--- config.mk ---
export PLATFORM = sky130hd
export DESIGN_NAME = maze_path_player
export DESIGN_NICKNAME = d
export VERILOG_FILES = /design/src/rtl/maze_path_player.sv
export SDC_FILE = /design/constraint.sdc
export NUM_CORES = 1
export LEC_CHECK = 0
export CAP_MARGIN = 20
export CORE_MARGIN = 1.5
export CORE_UTILIZATION = 30
export CTS_CLUSTER_SIZE = 25
export DETAILED_ROUTE_END_ITERATION = 8
export GPL_ROUTABILITY_DRIVEN = 0
export SLEW_MARGIN = 40
export SYNTH_ARGS = -nofsm -noshare
export SYNTH_HDL_FRONTEND = slang
export SYNTH_SLANG_ARGS = --single-unit
--- constraint.sdc ---
create_clock -name clk -period 3.95 [get_ports clk]
set_clock_uncertainty 0.2 [all_clocks]
set_input_delay 0.79 -clock clk [delete_from_list [all_inputs] [get_ports clk]]
set_output_delay 0.79 -clock clk [all_outputs]
set_load 0.01 [all_outputs]
--- src/rtl/maze_path_player.sv ---
// Replays a solved maze path from the solver's direction stack, one move per
// valid/ready handshake, while tracking the resulting grid location.
module maze_path_player (
    input  logic       clk,
    input  logic       rst,
    input  logic       run,
    input  logic [7:0] stkCount,
    output logic       stkRdEn,
    output logic [7:0] stkRdAddr,
    input  logic [1:0] stkRdData,
    output logic [1:0] move,
    output logic       moveValid,
    input  logic       moveReady,
    output logic [7:0] curLoc,
    output logic       busy,
    output logic       done,
    output logic       err
);

    typedef enum logic [2:0] {
        S_IDLE   = 3'd0,
        S_FETCH  = 3'd1,
        S_WAIT   = 3'd2,
        S_OFFER  = 3'd3,
        S_FINISH = 3'd4,
        S_DONE   = 3'd5,
        S_ERR    = 3'd6
    } state_t;

    state_t     state;
    state_t     state_nxt;
    logic [7:0] idx;
    logic [7:0] idx_nxt;
    logic [7:0] cnt;
    logic [7:0] cnt_nxt;
    logic [7:0] loc_nxt;
    logic [1:0] dir_reg;
    logic [1:0] dir_nxt;
    logic [3:0] row;
    logic [3:0] col;
    logic       edge_hit;
    logic [7:0] stepped_loc;
    logic       last_move;

    assign row  = curLoc[7:4];
    assign col  = curLoc[3:0];
    assign move = dir_reg;

    // Widened compare so a full 255-entry path cannot wrap the index test.
    assign last_move = (({1'b0, idx} + 9'd1) == {1'b0, cnt});

    // Legality of the offered direction and the location it leads to.
    always_comb begin
        edge_hit    = 1'b0;
        stepped_loc = curLoc;
        case (dir_reg)
            2'b00: begin
                edge_hit    = (col == 4'd15);
                stepped_loc = {row, col + 4'd1};
            end
            2'b01: begin
                edge_hit    = (row == 4'd15);
                stepped_loc = {row + 4'd1, col};
            end
            2'b10: begin
                edge_hit    = (col == 4'd0);
                stepped_loc = {row, col - 4'd1};
            end
            default: begin
                edge_hit    = (row == 4'd0);
                stepped_loc = {row - 4'd1, col};
            end
        endcase
    end

    // Next-state and next-datapath decode.
    always_comb begin
        state_nxt = state;
        idx_nxt   = idx;
        cnt_nxt   = cnt;
        loc_nxt   = curLoc;
        dir_nxt   = dir_reg;
        case (state)
            S_IDLE, S_DONE, S_ERR: begin
                if (run) begin
                    cnt_nxt   = stkCount;
                    idx_nxt   = 8'd0;
                    loc_nxt   = 8'h00;
                    state_nxt = (stkCount == 8'd0) ? S_FINISH : S_FETCH;
                end else begin
                    state_nxt = state;
                end
            end
            S_FETCH: begin
                state_nxt = S_WAIT;
            end
            S_WAIT: begin
                dir_nxt   = stkRdData;
                state_nxt = S_OFFER;
            end
            S_OFFER: begin
                if (moveReady) begin
                    if (edge_hit) begin
                        state_nxt = S_ERR;
                    end else begin
                        loc_nxt   = stepped_loc;
                        idx_nxt   = idx + 8'd1;
                        state_nxt = last_move ? S_FINISH : S_FETCH;
                    end
                end else begin
                    state_nxt = S_OFFER;
                end
            end
            S_FINISH: begin
                state_nxt = (curLoc == 8'hFF) ? S_DONE : S_ERR;
            end
            default: begin
                state_nxt = S_IDLE;
            end
        endcase
    end

    // State register.
    always_ff @(posedge clk or posedge rst) begin
        if (rst) begin
            state <= S_IDLE;
        end else begin
            state <= state_nxt;
        end
    end

    // Datapath and outputs, registered from the next state so they line up with it.
    always_ff @(posedge clk or posedge rst) begin
        if (rst) begin
            idx       <= 8'd0;
            cnt       <= 8'd0;
            dir_reg   <= 2'b00;
            curLoc    <= 8'h00;
            stkRdEn   <= 1'b0;
            stkRdAddr <= 8'h00;
            moveValid <= 1'b0;
            busy      <= 1'b0;
            done      <= 1'b0;
            err       <= 1'b0;
        end else begin
            idx       <= idx_nxt;
            cnt       <= cnt_nxt;
            dir_reg   <= dir_nxt;
            curLoc    <= loc_nxt;
            stkRdEn   <= (state_nxt == S_FETCH);
            if (state_nxt == S_FETCH) begin
                stkRdAddr <= idx_nxt;
            end
            moveValid <= (state_nxt == S_OFFER);
            busy      <= (state_nxt == S_FETCH) || (state_nxt == S_WAIT) ||
                         (state_nxt == S_OFFER) || (state_nxt == S_FINISH);
            done      <= (state_nxt == S_DONE);
            err       <= (state_nxt == S_ERR);
        end
    end

endmodule

======== Word level (Yosys, flattened, before mapping) ========
Cells that the tools add are included.
storage, ports and cells
  register bits after elaboration ......... 42
cells by class
  reductions and logical operators ........ 13
  muxes and demuxes ....................... 17
  add/sub/neg operators ................... 6
  eq/ne operators ......................... 25
operators by type and width
  operator                                                                number
  8-bit 2-to-1 mux                                                        6
  8-bit one-hot mux with 2 select lines                                   2
  8-bit one-hot mux with 3 select lines                                   1
  3-bit equality test (second input constant)                             6
  3-bit 2-to-1 mux                                                        5
  3-bit one-hot mux with 5 select lines                                   1
  3-bit by 2-bit equality test with 1-bit output (second input constant)  4
  2-bit != test (second input constant)                                   6
  6-bit AND reduction                                                     2
  8-bit by 1-bit adder with 9-bit output (second input constant)          1
  9-bit by 8-bit equality test with 1-bit output                          1
  4-bit by 1-bit adder with 4-bit output (second input constant)          2
  8-bit by 1-bit adder with 8-bit output (second input constant)          1
  4-bit equality test (second input constant)                             2
  8-bit equality test (second input constant)                             1
  4-bit zero test                                                         2
  8-bit zero test                                                         1
  4-bit by 1-bit subtractor with 4-bit output (second input constant)     2
  3-bit by 1-bit equality test with 1-bit output (second input constant)  2
  3-bit zero test                                                         1
  1-bit logical OR                                                        3
  3-bit by 1-bit != test with 1-bit output (second input constant)        1
  1-bit one-hot mux with 3 select lines                                   1
  3-bit OR reduction                                                      1
  other kinds (6)                                                         6

======== Depth between registers and ports, before layout ========
Gate-level depths: netlist (run 1).
  depth after elaboration ................. 10
  gate-level depth with buffers ........... 9
  depth with buffers taken out ............ 9

======== Worst setup path after synthesis (run 1) ========
Ideal clock, no wire load.
  kind .................................... input to register
  start point ............................. in stkCount[4]
  end point ............................... reg stkRdAddr[0]
  cell stages on the path ................. 7
  path buffers ............................ 1
  required time ........................... 3625 ps
  arrival time ............................ 2674 ps
  path slack .............................. 951 ps
  library setup time ...................... 125 ps
  cell sequence ........................... or4_1 -> or3_1 -> o32a_1 -> o21a_4 -> nor3b_1 -> buf_6 -> mux2_4
on the way
  word-level cells in the longest chain between the ends .. 5
ends and longest elaborated chain
  item                                            line  text
  start: declaration                              7     input logic [7:0] stkCount,
  8-bit zero test                                 89    state_nxt = (stkCount == 8'd0) ? S_FINISH : S_FETCH;
  3-bit 2-to-1 mux                                89
  3-bit 2-to-1 mux                                85    if (run) begin
  3-bit one-hot mux with 5 select lines           83    case (state)
  3-bit by 1-bit equality test with 1-bit output  151   if (state_nxt == S_FETCH) begin
  end signal: assignment                          152   stkRdAddr <= idx_nxt;
  end: declaration                                9     output logic [7:0] stkRdAddr,
Every way passes these cells.
A chain may end at the register's enable or synchronous reset.

======== Final worst setup path (run 1) ========
  start point ............................. in stkCount[0]
  end point ............................... reg stkRdAddr[3]
Same word-level chain as after synthesis.

==> results.cfg, run 1 <==
[synth]
synthesis.nets = 251
yosysSeqAreaShare_pct = 43.41
async_reset_ff_share_pct = 100.0
ys_ff_latch = 42
ys.warnings.count = 0
netlist-cell-type-count = 54
synth-edff-count = 0
yosys_most_used_dff = dfrtp_1
avgSynthCellArea_um2 = 10.53
synthCells = 230
syn-cell-area_um2 = 2421

[final_layout]
layout-area-overhead-vs-synth_pct = 20.98
count_of_non_filler_cells_in_the_finished_layout = 363
final_net_count = 283
antenna_diodes = 0
drive_gt1_share_pct = 13.79
commonest_non_fill_non_tap_cell_in_the_layout = dfrtp_1
most-common-layout-cells = 42 x dfrtp_1, 36 x clkdlybuf4s50_1, 20 x o21ai_0, 20 x nand2_1, 15 x nor2_1

[timing]
timing.fmax_mhz = 313.4
finalSetupViolCount = 0
unrepaired_setup_endpoints_after_global_routing = no
worst_slew_margin_rel_pct = 60.53
final_period_minus_worst_setup_slack_ns = 3.191
total_negative_slack_ns = 0
hold_violations_final = 0
postLayoutSetupSlackWorst_ns = 0.7594
final-max-slew-violation-count = 0
worst_slew_pin_slew_ns = 0.5915
min_period_over_period_pct = 80.78

[floorplan]
core_um2 = 7767
initial_core_util_pct = 31.17
die_ht_um = 92.84
die_area_um2 = 8618
number_of_top_level_design_ports = 37
num_rows = 32
die_width_um = 92.84

[route]
detail_route.drc_violations = 0
drt.antenna.violating_nets = 0
postRouteWirelength_um = 5220
drt_pre_antenna_iters = 4
num_vias = 1840
detailed_route_iter0_violations = 99
via_per_inst = 5.069
routedWlPerCell_um = 14.38

[pwr]
total_power_mw = 2.155
leakage_nw = 1.210
worst_case_vdd_ir_drop_mv = 0.2763
power_per_cell_area_nw_per_um2 = 735.8

[clock_network]
clkSinkCount = 42
ctsHtreeMaxLevel = 2
worst_setup_hold_path_clk_slew_ns = 0.07
cts_resized = 0
postCtsHoldBufs = 0
cts_max_path_buffers = 2
clk_root_buffer_cell = clkbuf_8
cts_made_buffers = 5
clkLatencyLatePin_ns = 0.29
tritoncts = yes
count_of_buffers_added_by_post_cts_timing_repair_for_setup = 0

[place]
detailedPlace.worstSlack_ns = 0.3000
detailed_place_hpwl_um = 3885
portBuffers = 36
post-place-cells = 357

[grt]
largest_net_degree_at_the_start_of_global_routing = 43
gr-usage-all-layers_pct = 13.10
grt_antenna_before_repair = 0
wire_length_of_the_first_global_routing_pass_um = 8956
grt_total_ovfl = 0
vias_in_the_first_global_route = 1788

[worst_hold_path]
timing.hold.worst.class = reg -> reg
worst_hold_startpoint = stkRdAddr[2]
worstHoldPathCells = 1
holdPathEnd = stkRdAddr[2]

[critical_path]
kind_of_cell_adding_the_most_delay_to_the_critical_path = compound AO/OA/AOI/OAI gates
rr_worst_depth = 7
worstReg2RegStart = curLoc[5]
crit_required_ns = 3.92
critical_path.endpoint_type = register
endpoint_of_the_worst_slack_reg_to_reg_timing_path = stkRdAddr[5]
worstPathBufferInverterCount = 1
kind_of_start_point_of_the_critical_path = input pin
crit_chain = clkdlybuf4s50_1, or4_1, o21ai_0, a31o_2, o221ai_1, a31oi_4, nor3b_4, mux2_4
critPathMaxFanout = 9
worst-r2r-setup-slack_ns = 0.84
timing.critical_path.slowest_stage_cell = or4_1
critPathKind = in -> reg
cpPeakStageDelay_ns = 0.60
worst_ep_arrival_time_ns = 3.16

[flow_run]
cap_viol_max_count = 0

[run_status]
result_of_the_run = complete, no violations
## metal layers
metal	routed length, um	share of wire [%]	GRT usage (%)	up-vias
li1	-	-	-	893
met1	2391	46	16.64	896
met2	2525	48	21.90	44
met3	224	4.3	2.791	7
met4	78	1.5	4.545	0
met5	0	0	0	-
## cell families (layout without fill, tap and decap cells)
| group | Yosys count | after routing | share of synthesized area (%) |
|---|---|---|---|
| compound gates | 56 | 56 | 16.59 |
| flops | 42 | 42 | 43.41 |
| xor+xnor | 15 | 15 | 5.426 |
| buf+inv | 21 | 52 | 4.755 |
| fa+ha+maj | 7 | 7 | 4.238 |
| mux | 19 | 19 | 10.54 |
| simple gates | 70 | 70 | 15.04 |
## through the flow
stage	cell area, um2	utilization (%)	hold slack [ns]
after global routing	2929	37.71	0.3489
after floorplan	2421	-	0.2999
after CTS	2923	37.63	0.3310
final	2929	37.71	0.3257
after detailed placement	2840	36.57	0.3148
after global placement	2840	36.57	0.2991
## power by group
group	internal, mW	switching (mW)
clock network	0.135	0.138
registers	0.570	0.196
logic	0.567	0.550
total	1.27	0.884
## flip-flops by register name (all words and copies together) (netlist names), 2 cells and up
name       cells
cnt            8
curLoc         8
idx            8
move           2
state          3
stkRdAddr      8
## synthesized netlist by cell type (3+ instances only)
library cell | count | area (um2)
inv_1 | 9 | 33.78
dfrtp_1 | 42 | 1051
nor2_1 | 15 | 56.30
nand2_1 | 20 | 75.07
and3_1 | 3 | 18.77
mux2_2 | 10 | 112.6
buf_2 | 4 | 20.02
nand4_1 | 4 | 25.02
or4_1 | 4 | 30.03
o41ai_1 | 4 | 35.03
mux2_4 | 8 | 120.1
xnor2_1 | 10 | 87.58
o31ai_1 | 5 | 37.54
a21o_1 | 4 | 30.03
nor3_1 | 3 | 15.01
ha_1 | 5 | 62.56
xor2_1 | 5 | 43.79
o21ai_0 | 20 | 100.1
nand3_1 | 5 | 25.02
a21oi_1 | 7 | 35.03
## worst register-to-register path, cell delays in order, from the launching register on
cell and delay [ns]:
dfrtp_1 0.46, or4_1 0.55, mux4_2 0.55, nand3_2 0.30, and2_1 0.47, o21ai_0 0.18, o41ai_1 0.12, mux2_4 0.23
## worst max-delay path by stage
stage,start,endpoint,cells past startpoint
final,stkCount[0],stkRdAddr[3],8
after global routing,stkCount[0],stkRdAddr[3],8
after CTS,stkCount[0],stkRdAddr[3],8
after detailed placement,stkCount[0],stkRdAddr[3],8
after global placement,stkCount[5],stkRdAddr[5],8
after floorplan,stkCount[4],stkRdAddr[0],7
## cell type report
| class | count | area (um2) |
|---|---|---|
| Clock buffer | 6 | 82.58 |
| Fill cell | 784 | 4838 |
| Inverter | 9 | 33.78 |
| Multi-Input combinational cell | 167 | 1266 |
| Sequential cell | 42 | 1051 |
| Tap cell | 102 | 127.6 |
| Timing Repair Buffer | 37 | 367.9 |
Power figures use the tool's default switching activity.
==> inputs of run 2 (changes only) <==
==> constraint.sdc (replaced) <==
create_clock -name clk -period 2.7 [get_ports clk]
set_clock_uncertainty 0.2 [all_clocks]
set_input_delay 0.54 -clock clk [delete_from_list [all_inputs] [get_ports clk]]
set_output_delay 0.54 -clock clk [all_outputs]
set_load 0.01 [all_outputs]
==> run 2 against run 1 <==
  * Register-to-register slack worse by 0.88 ns
  * First-iteration DRC count is 33% lower
  * Hold slack got worse by 0.013 ns
  * Sequential cell count unchanged
  * The flow now finishes with violations (negative setup slack)
  * Critical endpoint is now stkRdAddr[5]
==> results.cfg, run 2 (synthesis gave the netlist of run 1 again) <==
[timing]
total_negative_slack_ns = -0.1707
final_period_minus_worst_setup_slack_ns = 2.742
worst_slew_margin_rel_pct = 64.16
final-max-slew-violation-count = 0
postLayoutSetupSlackWorst_ns = -0.04206
unrepaired_setup_endpoints_after_global_routing = yes
fin_worst_hold_slack_ns = 0.3130
worst_slew_pin_slew_ns = 0.5376
hold_violations_final = 0
min_period_over_period_pct = 101.6
finalSetupViolCount = 6
timing.fmax_mhz = 364.7

[final_layout]
layout-area-overhead-vs-synth_pct = 39.02
utilization_pct = 43.33
drive_gt1_share_pct = 32.36
commonest_non_fill_non_tap_cell_in_the_layout = buf_4
final_net_count = 330
antenna_diodes = 0
fillCellCount = 763
stdcell_area_um2 = 3366
most-common-layout-cells = 44 x buf_4, 39 x dfrtp_1, 28 x clkdlybuf4s50_1

[clock_network]
clkLatencyLatePin_ns = 0.29
postCtsHoldBufs = 0
clk_root_buffer_cell = clkbuf_8
cts_max_path_buffers = 2
ctsHtreeMaxLevel = 2
clkSinkCount = 42
cts_made_buffers = 5
tritoncts = yes
worst_setup_hold_path_clk_slew_ns = 0.07

[worst_hold_path]
timing.hold.worst.class = reg -> reg
worstHoldPathCells = 1
worst_hold_startpoint = stkRdAddr[3]
holdPathEnd = stkRdAddr[3]

[grt]
wire_length_of_the_first_global_routing_pass_um = 9991
met2_usage_pct = 25.18
largest_net_degree_at_the_start_of_global_routing = 43
vias_in_the_first_global_route = 2061
grt_util_met1_pct = 18.37
grt_total_ovfl = 0
global_route.usage.met3_pct = 3.284
grt_antenna_before_repair = 0
grt_busiest_layer = met2
gr-usage-all-layers_pct = 14.75

[place]
dpl_cell_area_um2 = 3171
portBuffers = 36
detailed_place_hpwl_um = 4329

[critical_path]
critPathMaxFanout = 5
crit_chain = ha_4, xnor2_2, o211ai_1, or3b_1, o41a_4, a31oi_4, nor3b_4, mux2_4
worstPathBufferInverterCount = 0
cpPeakStageDelay_ns = 0.43
crit_required_ns = 2.68
kind_of_cell_adding_the_most_delay_to_the_critical_path = compound AO/OA/AOI/OAI gates
worst-r2r-setup-slack_ns = -0.04
worst_ep_arrival_time_ns = 2.72
critical_path.endpoint_type = register
rr_worst_depth = 8
critPathKind = reg -> reg
timing.critical_path.slowest_stage_cell = dfrtp_2
endpoint_of_the_worst_slack_reg_to_reg_timing_path = stkRdAddr[5]
worstReg2RegStart = idx[0]
kind_of_start_point_of_the_critical_path = register

[route]
routedWlPerCell_um = 14.17
detailed_route_iter0_violations = 66
num_vias = 2012
drt.antenna.violating_nets = 0
detail_route.drc_violations = 0
via_per_inst = 4.895
drt_pre_antenna_iters = 4
postRouteWirelength_um = 5822

[floorplan]
number_of_top_level_design_ports = 37
core_um2 = 7767
die_area_um2 = 8618
die_width_um = 92.84
num_rows = 32
initial_core_util_pct = 31.17
die_ht_um = 92.84

[flow_run]
cap_viol_max_count = 0

[pwr]
total_power_mw = 3.694
leakage_nw = 1.459
worst_case_vdd_ir_drop_mv = 0.4545
power_per_cell_area_nw_per_um2 = 1098

[run_status]
result_of_the_run = finished with violations
violations = negative setup slack
run 2: changes by cell type in the layout (fill, tap and decap cells not counted), sizes merged:
cell           before  now
clkbuf              6    7
clkdlybuf4s50      36   28
nor3b               2    3
buf                 1   47
dlygate4sd2         0    8
run 2: timing repair:
item | CTS | global route
pin swaps | 7 | 3
cloned | 1 | 0
resized for setup | 22 | 11
setup endpoints to repair | 12 | 18
buffers inserted | 2 | 2
run 2: how the worst max path moves through the flow:
stage / start / end / slack [ns] / cells past startpoint
global route: idx[1] / stkRdAddr[5] / -0.11 / 8
floorplan: stkCount[0] / stkRdAddr[0] / -0.05 / 7
detailed placement: stkCount[0] / stkRdAddr[5] / -0.69 / 8
global placement: run / stkRdAddr[5] / -0.65 / 7
finish: idx[0] / stkRdAddr[5] / -0.04 / 8
CTS: idx[0] / stkRdAddr[5] / -0.03 / 8
run 2: final cells by class:
type / count / area (um2) / share of cell area (%)
Multi-Input combinational cell: 168 / 1359 / 40.37
Sequential cell: 42 / 1055 / 31.34
Timing Repair Buffer: 83 / 714.4 / 21.23
Tap cell: 102 / 127.6 / 3.792
Clock buffer: 7 / 76.32 / 2.268
Inverter: 9 / 33.78 / 1.004
run 2: worst register-to-register path, stage by stage (launching register included):
cell and delay (ns):
dfrtp_2 0.43, ha_4 0.29, xnor2_2 0.10, o211ai_1 0.10
or3b_1 0.38, o41a_4 0.39, a31oi_4 0.30, nor3b_4 0.13
mux2_4 0.32
run 2: report_power, final:
group / switching, mW / total (mW) / internal, mW
Combinational: 1.07 / 2.29 / 1.21
Sequential: 0.186 / 1.02 / 0.839
Clock: 0.206 / 0.384 / 0.178
Total: 1.47 / 3.69 / 2.23
run 2: metrics by stage:
step | setup WS (ns) | cells
CTS | -0.02948 | 409
finish | -0.04206 | 411
floorplan | -0.04791 | 230
detailed placement | -0.6931 | 399
global placement | -0.6511 | 399
global route | -0.1123 | 411
run 2: metal layers:
metal	wire (um)	part of all wire, %
met1	2661	46
met2	2887	50
met3	201	3.5
met4	70	1.2
met5	0	0
